[config.mk]
export PLATFORM = sky130hd
export DESIGN_NAME = airbag_deploy_ctrl
export DESIGN_NICKNAME = d
export VERILOG_FILES = /design/src/rtl/airbag_deploy_ctrl.sv
export SDC_FILE = /design/constraint.sdc
export NUM_CORES = 1
export LEC_CHECK = 0
export ABC_CLOCK_PERIOD_IN_PS = 2800
export CAP_MARGIN = 5
export CELL_PAD_IN_SITES_DETAIL_PLACEMENT = 0
export CELL_PAD_IN_SITES_GLOBAL_PLACEMENT = 2
export CORE_MARGIN = 2
export CORE_UTILIZATION = 37
export CTS_BUF_LIST = sky130_fd_sc_hd__clkbuf_4 sky130_fd_sc_hd__clkbuf_8
export CTS_CLUSTER_DIAMETER = 150
export DETAILED_ROUTE_END_ITERATION = 12
export PLACE_DENSITY = 0.88
export SYNTH_ARGS = -nofsm -noshare
export SYNTH_HDL_FRONTEND = slang
export SYNTH_SLANG_ARGS = --single-unit
[constraint.sdc]
create_clock -name i_clk -period 2.8 [get_ports i_clk]
set_clock_uncertainty 0.15 [all_clocks]
set_input_delay 0.84 -clock i_clk [delete_from_list [all_inputs] [get_ports i_clk]]
set_output_delay 0.84 -clock i_clk [all_outputs]
set_load 0.1 [all_outputs]
[src/rtl/airbag_deploy_ctrl.sv]
// Multi-zone airbag deployment controller.
// Each zone confirms its qualified crash sensor over a window of consecutive samples,
// fires a fixed-width pulse, then stays locked out until reset.
module airbag_deploy_ctrl #(
  parameter int unsigned N_ZONES        = 4,
  parameter int unsigned CONFIRM_CYCLES = 4,
  parameter int unsigned FIRE_CYCLES    = 8,
  parameter int unsigned CNT_W          = 8
) (
  input  logic               i_clk,
  input  logic               i_rst,
  input  logic               i_arm,
  input  logic [N_ZONES-1:0] i_sensor,
  input  logic [N_ZONES-1:0] i_seatbelt,
  input  logic               i_brake,
  output logic [N_ZONES-1:0] o_airbag,
  output logic [N_ZONES-1:0] o_deployed,
  output logic               o_any_fire
);

  localparam logic [1:0] S_IDLE    = 2'd0;
  localparam logic [1:0] S_CONFIRM = 2'd1;
  localparam logic [1:0] S_FIRE    = 2'd2;
  localparam logic [1:0] S_SPENT   = 2'd3;

  localparam logic [CNT_W-1:0] CONFIRM_LAST = CNT_W'(CONFIRM_CYCLES - 1);
  localparam logic [CNT_W-1:0] FIRE_LAST    = CNT_W'(FIRE_CYCLES - 1);
  localparam logic [CNT_W-1:0] CNT_ONE      = CNT_W'(1);
  localparam logic [CNT_W-1:0] CNT_ZERO     = '0;
  localparam bit               SKIP_CONFIRM = (CONFIRM_CYCLES == 1);

  logic [1:0]       r_state     [N_ZONES];
  logic [1:0]       w_state_nxt [N_ZONES];
  logic [CNT_W-1:0] r_cnt       [N_ZONES];
  logic [CNT_W-1:0] w_cnt_nxt   [N_ZONES];

  logic [N_ZONES-1:0] w_qual;
  logic [N_ZONES-1:0] w_airbag_nxt;
  logic [N_ZONES-1:0] w_deployed_nxt;
  logic [N_ZONES-1:0] r_airbag;
  logic [N_ZONES-1:0] r_deployed;
  logic               r_any_fire;

  // Per-zone qualification: armed, sensor hit, occupant belted, brake active.
  assign w_qual = {N_ZONES{i_arm & i_brake}} & i_sensor & i_seatbelt;

  // Next-state, counter and registered-output decode for every zone.
  always_comb begin
    for (int i = 0; i < N_ZONES; i++) begin
      w_state_nxt[i]    = r_state[i];
      w_cnt_nxt[i]      = r_cnt[i];
      w_airbag_nxt[i]   = 1'b0;
      w_deployed_nxt[i] = 1'b0;

      case (r_state[i])
        S_IDLE: begin
          if (w_qual[i]) begin
            if (SKIP_CONFIRM) begin
              w_state_nxt[i] = S_FIRE;
              w_cnt_nxt[i]   = CNT_ZERO;
            end else begin
              w_state_nxt[i] = S_CONFIRM;
              w_cnt_nxt[i]   = CNT_ONE;
            end
          end
        end
        S_CONFIRM: begin
          if (!w_qual[i]) begin
            w_state_nxt[i] = S_IDLE;
            w_cnt_nxt[i]   = CNT_ZERO;
          end else if (r_cnt[i] == CONFIRM_LAST) begin
            w_state_nxt[i] = S_FIRE;
            w_cnt_nxt[i]   = CNT_ZERO;
          end else begin
            w_cnt_nxt[i]   = r_cnt[i] + CNT_ONE;
          end
        end
        S_FIRE: begin
          // Once firing, inputs no longer matter: the pulse always completes.
          if (r_cnt[i] == FIRE_LAST) begin
            w_state_nxt[i] = S_SPENT;
            w_cnt_nxt[i]   = CNT_ZERO;
          end else begin
            w_cnt_nxt[i]   = r_cnt[i] + CNT_ONE;
          end
        end
        S_SPENT: begin
          w_state_nxt[i] = S_SPENT;
        end
        default: begin
          w_state_nxt[i] = S_IDLE;
          w_cnt_nxt[i]   = CNT_ZERO;
        end
      endcase

      w_airbag_nxt[i]   = (w_state_nxt[i] == S_FIRE);
      w_deployed_nxt[i] = (w_state_nxt[i] == S_FIRE) || (w_state_nxt[i] == S_SPENT);
    end
  end

  // State, counters and outputs; synchronous reset rearms every zone.
  always_ff @(posedge i_clk) begin
    if (i_rst) begin
      for (int i = 0; i < N_ZONES; i++) begin
        r_state[i] <= S_IDLE;
        r_cnt[i]   <= CNT_ZERO;
      end
      r_airbag   <= '0;
      r_deployed <= '0;
      r_any_fire <= 1'b0;
    end else begin
      for (int i = 0; i < N_ZONES; i++) begin
        r_state[i] <= w_state_nxt[i];
        r_cnt[i]   <= w_cnt_nxt[i];
      end
      r_airbag   <= w_airbag_nxt;
      r_deployed <= w_deployed_nxt;
      r_any_fire <= |w_airbag_nxt;
    end
  end

  assign o_airbag   = r_airbag;
  assign o_deployed = r_deployed;
  assign o_any_fire = r_any_fire;

endmodule
==> out/metrics.cfg <==
[die]
rows = 31
ioPinCount = 21
die_w_um = 90.6
initial_core_util = 0.383
coreArea_um2 = 7250
fp.dieArea_um2 = 8210
die_height_um = 90.6

[synth]
synthArstFlopShare = 0
synth_cell_types = 60
netlist_area_um2 = 2780
yosys_warnings = 0
synth_flop_cell = dfxtp_1
synth_area_per_cell_um2 = 8.73
synth_area_leader_cell = dfxtp_1
syn_nets = 357
yosysSeqAreaShare = 0.325
synth_edf_count = 0
synth_top_cell_area_share = 0.325
ys_top_cells_by_area = dfxtp_1, ha_1, xor2_1
synthCells = 318
synth_seq_cells = 45

[power]
irDropWorstVdd_uv = 265
internal_power_mw = 1.32
seqPwrFrac = 0.355
switchingPower_mw = 0.860
swShare = 0.394
p_leak_nw = 1.33
combinationalPowerShare = 0.403
p_per_area_nw_per_um2 = 671
power.share.clock = 0.242

[job]
drv_cap = 0

[global_routing]
met2_usage = 0.234
antenna_found_initial = 0
grt_max_degree = 14
met1_usage = 0.211
grt_use_met3 = 0.0317
busiest_layer = met2
grt_overflow_total = 0
grt_pass1_wl_mm = 10.3
first_global_vias = 2223
grt_use_total = 0.152

[timing]
finalSetupViolCount = 0
worst_slew_margin_rel = 0.647
rsz0062_at_grt = false
slew_viol_final = 0
post-route-period-util = 0.925
tightest_slew_ns = 0.516
layout_min_cycle_time_ns = 2.59
fmax_mhz = 386
hold_viol_final = 0
setup_ws_ns = 0.210
holdWs_ns = 0.372

[clock_network]
clock_path_buffers = 2
ctsHtreeMaxLevel = 2
hold_buffers = 0
path_clk_slew_ns = 0.09
cts_root_buf = clkbuf_8
tritoncts = yes
cts.sinks = 45
cts_resized = 0
post-cts-setup-buffers = 0
cts_buffers = 5
insertion_delay_ns = 0.30

[worst_setup_path]
critPathKind = input pin to flip-flop
cp-end-kind = flip-flop
cp_max_fo = 8
rr_worst_depth = 6
worst_ep_required_time_ns = 2.82
worst-endpoint-arrival_ns = 2.61
startpoint_type = input pin

[place]
pre_cts_ws_ns = -0.0982
place_area_um2 = 3130
io_buffers = 20
gp_congestion = 0.790
dp_cells = 442
hpwl_mm = 4.54

[routing]
totalWireLength_mm = 6.05
via_count = 2386
dr.pass1.iters = 4
ant_nets = 0
drtIter0Drc = 41
wl_per_cell_um = 13.4
drc = 0
routed_via_density = 5.30

[finish]
fin_area_um2 = 3250
finalNonFillerCells = 450
drive_gt1_frac = 0.134
area_growth_pct = 17.2
antenna_cells = 0
finish.utilization = 0.449
layout.nets = 389

[hold_path]
hp-class = flip-flop to flip-flop
holdPathStages = 2

[outcome]
status = finished clean

==> power by group through the flow <==
stage | combinational [mW] | clock, mW | sequential (mW)
global route | 0.974 | 0.568 | 0.786
finish | 0.879 | 0.529 | 0.775
CTS | 0.887 | 0.547 | 0.774
global placement | 0.875 | 0 | 0.787
floorplan | 0.590 | 0 | 0.862
detailed placement | 0.884 | 0 | 0.788
==> layout by cell type, fill, tap and decap left out, types with 3 or more instances in the layout <==
master and instances:
a21oi_1 12, a211oi_1 3, clkdlybuf4s50_1 11, xor2_1 18, nor2_1 31, xnor2_1 3
a21o_1 3, ha_1 27, buf_4 23, a31oi_1 8, nand4_1 21, inv_1 21
nor2b_1 5, and4_1 6, dfxtp_1 45, o21ai_0 8, nor3_1 11, or4_1 3
nand2_1 13, a41oi_1 3, and3_1 10, nand3_1 8, o221ai_1 3, mux2i_1 3
clkbuf_8 6
==> routing by layer <==
layer | up-vias | routed length [um]
met5 | - | 0
met4 | 0 | 87
met3 | 7 | 205
met2 | 40 | 2580
met1 | 1099 | 3170
li1 | 1240 | -
==> path summary, 6_finish.rpt <==
path                    start           to  slack (ns)
hold / removal    r_cnt[2][7]  r_cnt[2][7]        0.37
setup / recovery        i_arm  r_cnt[0][7]        0.21
setup reg to reg  r_cnt[3][0]  r_cnt[3][3]        0.68
hold reg to reg   r_cnt[2][7]  r_cnt[2][7]        0.37
==> registers in the layout, summed over array words and instances (netlist names) <==
| signal | count |
|---|---|
| o_any_fire | 1 |
| r_cnt | 32 |
| r_state | 4 |
| o_airbag | 4 |
| o_deployed | 4 |
==> layout make-up <==
class	instances	area, um2
tap	99	124
inverter	21	78.8
multi-input combinational	243	1750
sequential	45	901
timing repair buffer	34	283
clock inverter	1	30.0
fill	737	4000
clock buffer	7	90.1
==> synth_stat cells, drive strengths merged (4+ instances only) <==
cell,count
xor2,18
a2111oi,4
nor2,31
ha,27
nand4,21
inv,21
a31oi,8
buf,4
nor3,11
and3,12
nand3,8
clkbuf,5
nor2b,5
dfxtp,45
a21oi,12
and4,7
or4,4
nand2,13
o21ai,9
==> through the flow <==
stage | TNS (ns) | total power, mW
2_1_floorplan | 0 | 1.45
3_5_place_dp | -1.35 | 1.67
4_1_cts | 0 | 2.21
6_report | 0 | 2.18
3_3_place_gp | -0.579 | 1.66
5_1_grt | 0 | 2.33
==> cell families (layout without fill, tap and decap cells) <==
logic type / after synthesis / count (layout) / share of synthesized area
xor gates and xnor gates: 21 / 21 / 0.0663
and+or+nand+nor: 128 / 128 / 0.258
buffers and inverters: 30 / 63 / 0.0460
AOI/OAI and AO/OA: 63 / 63 / 0.168
adders and majority gates: 27 / 27 / 0.122
DFF: 45 / 45 / 0.325
muxes: 4 / 4 / 0.0149
==> critical path, stage by stage <==
cell and delay (ns):
clkdlybuf4s50_1 0.56, and4_1 0.30, a31oi_1 0.18, a41oi_1 0.15, a21oi_1 0.46, nor3_1 0.11
Note: power is estimated with default switching activity, not from simulation.
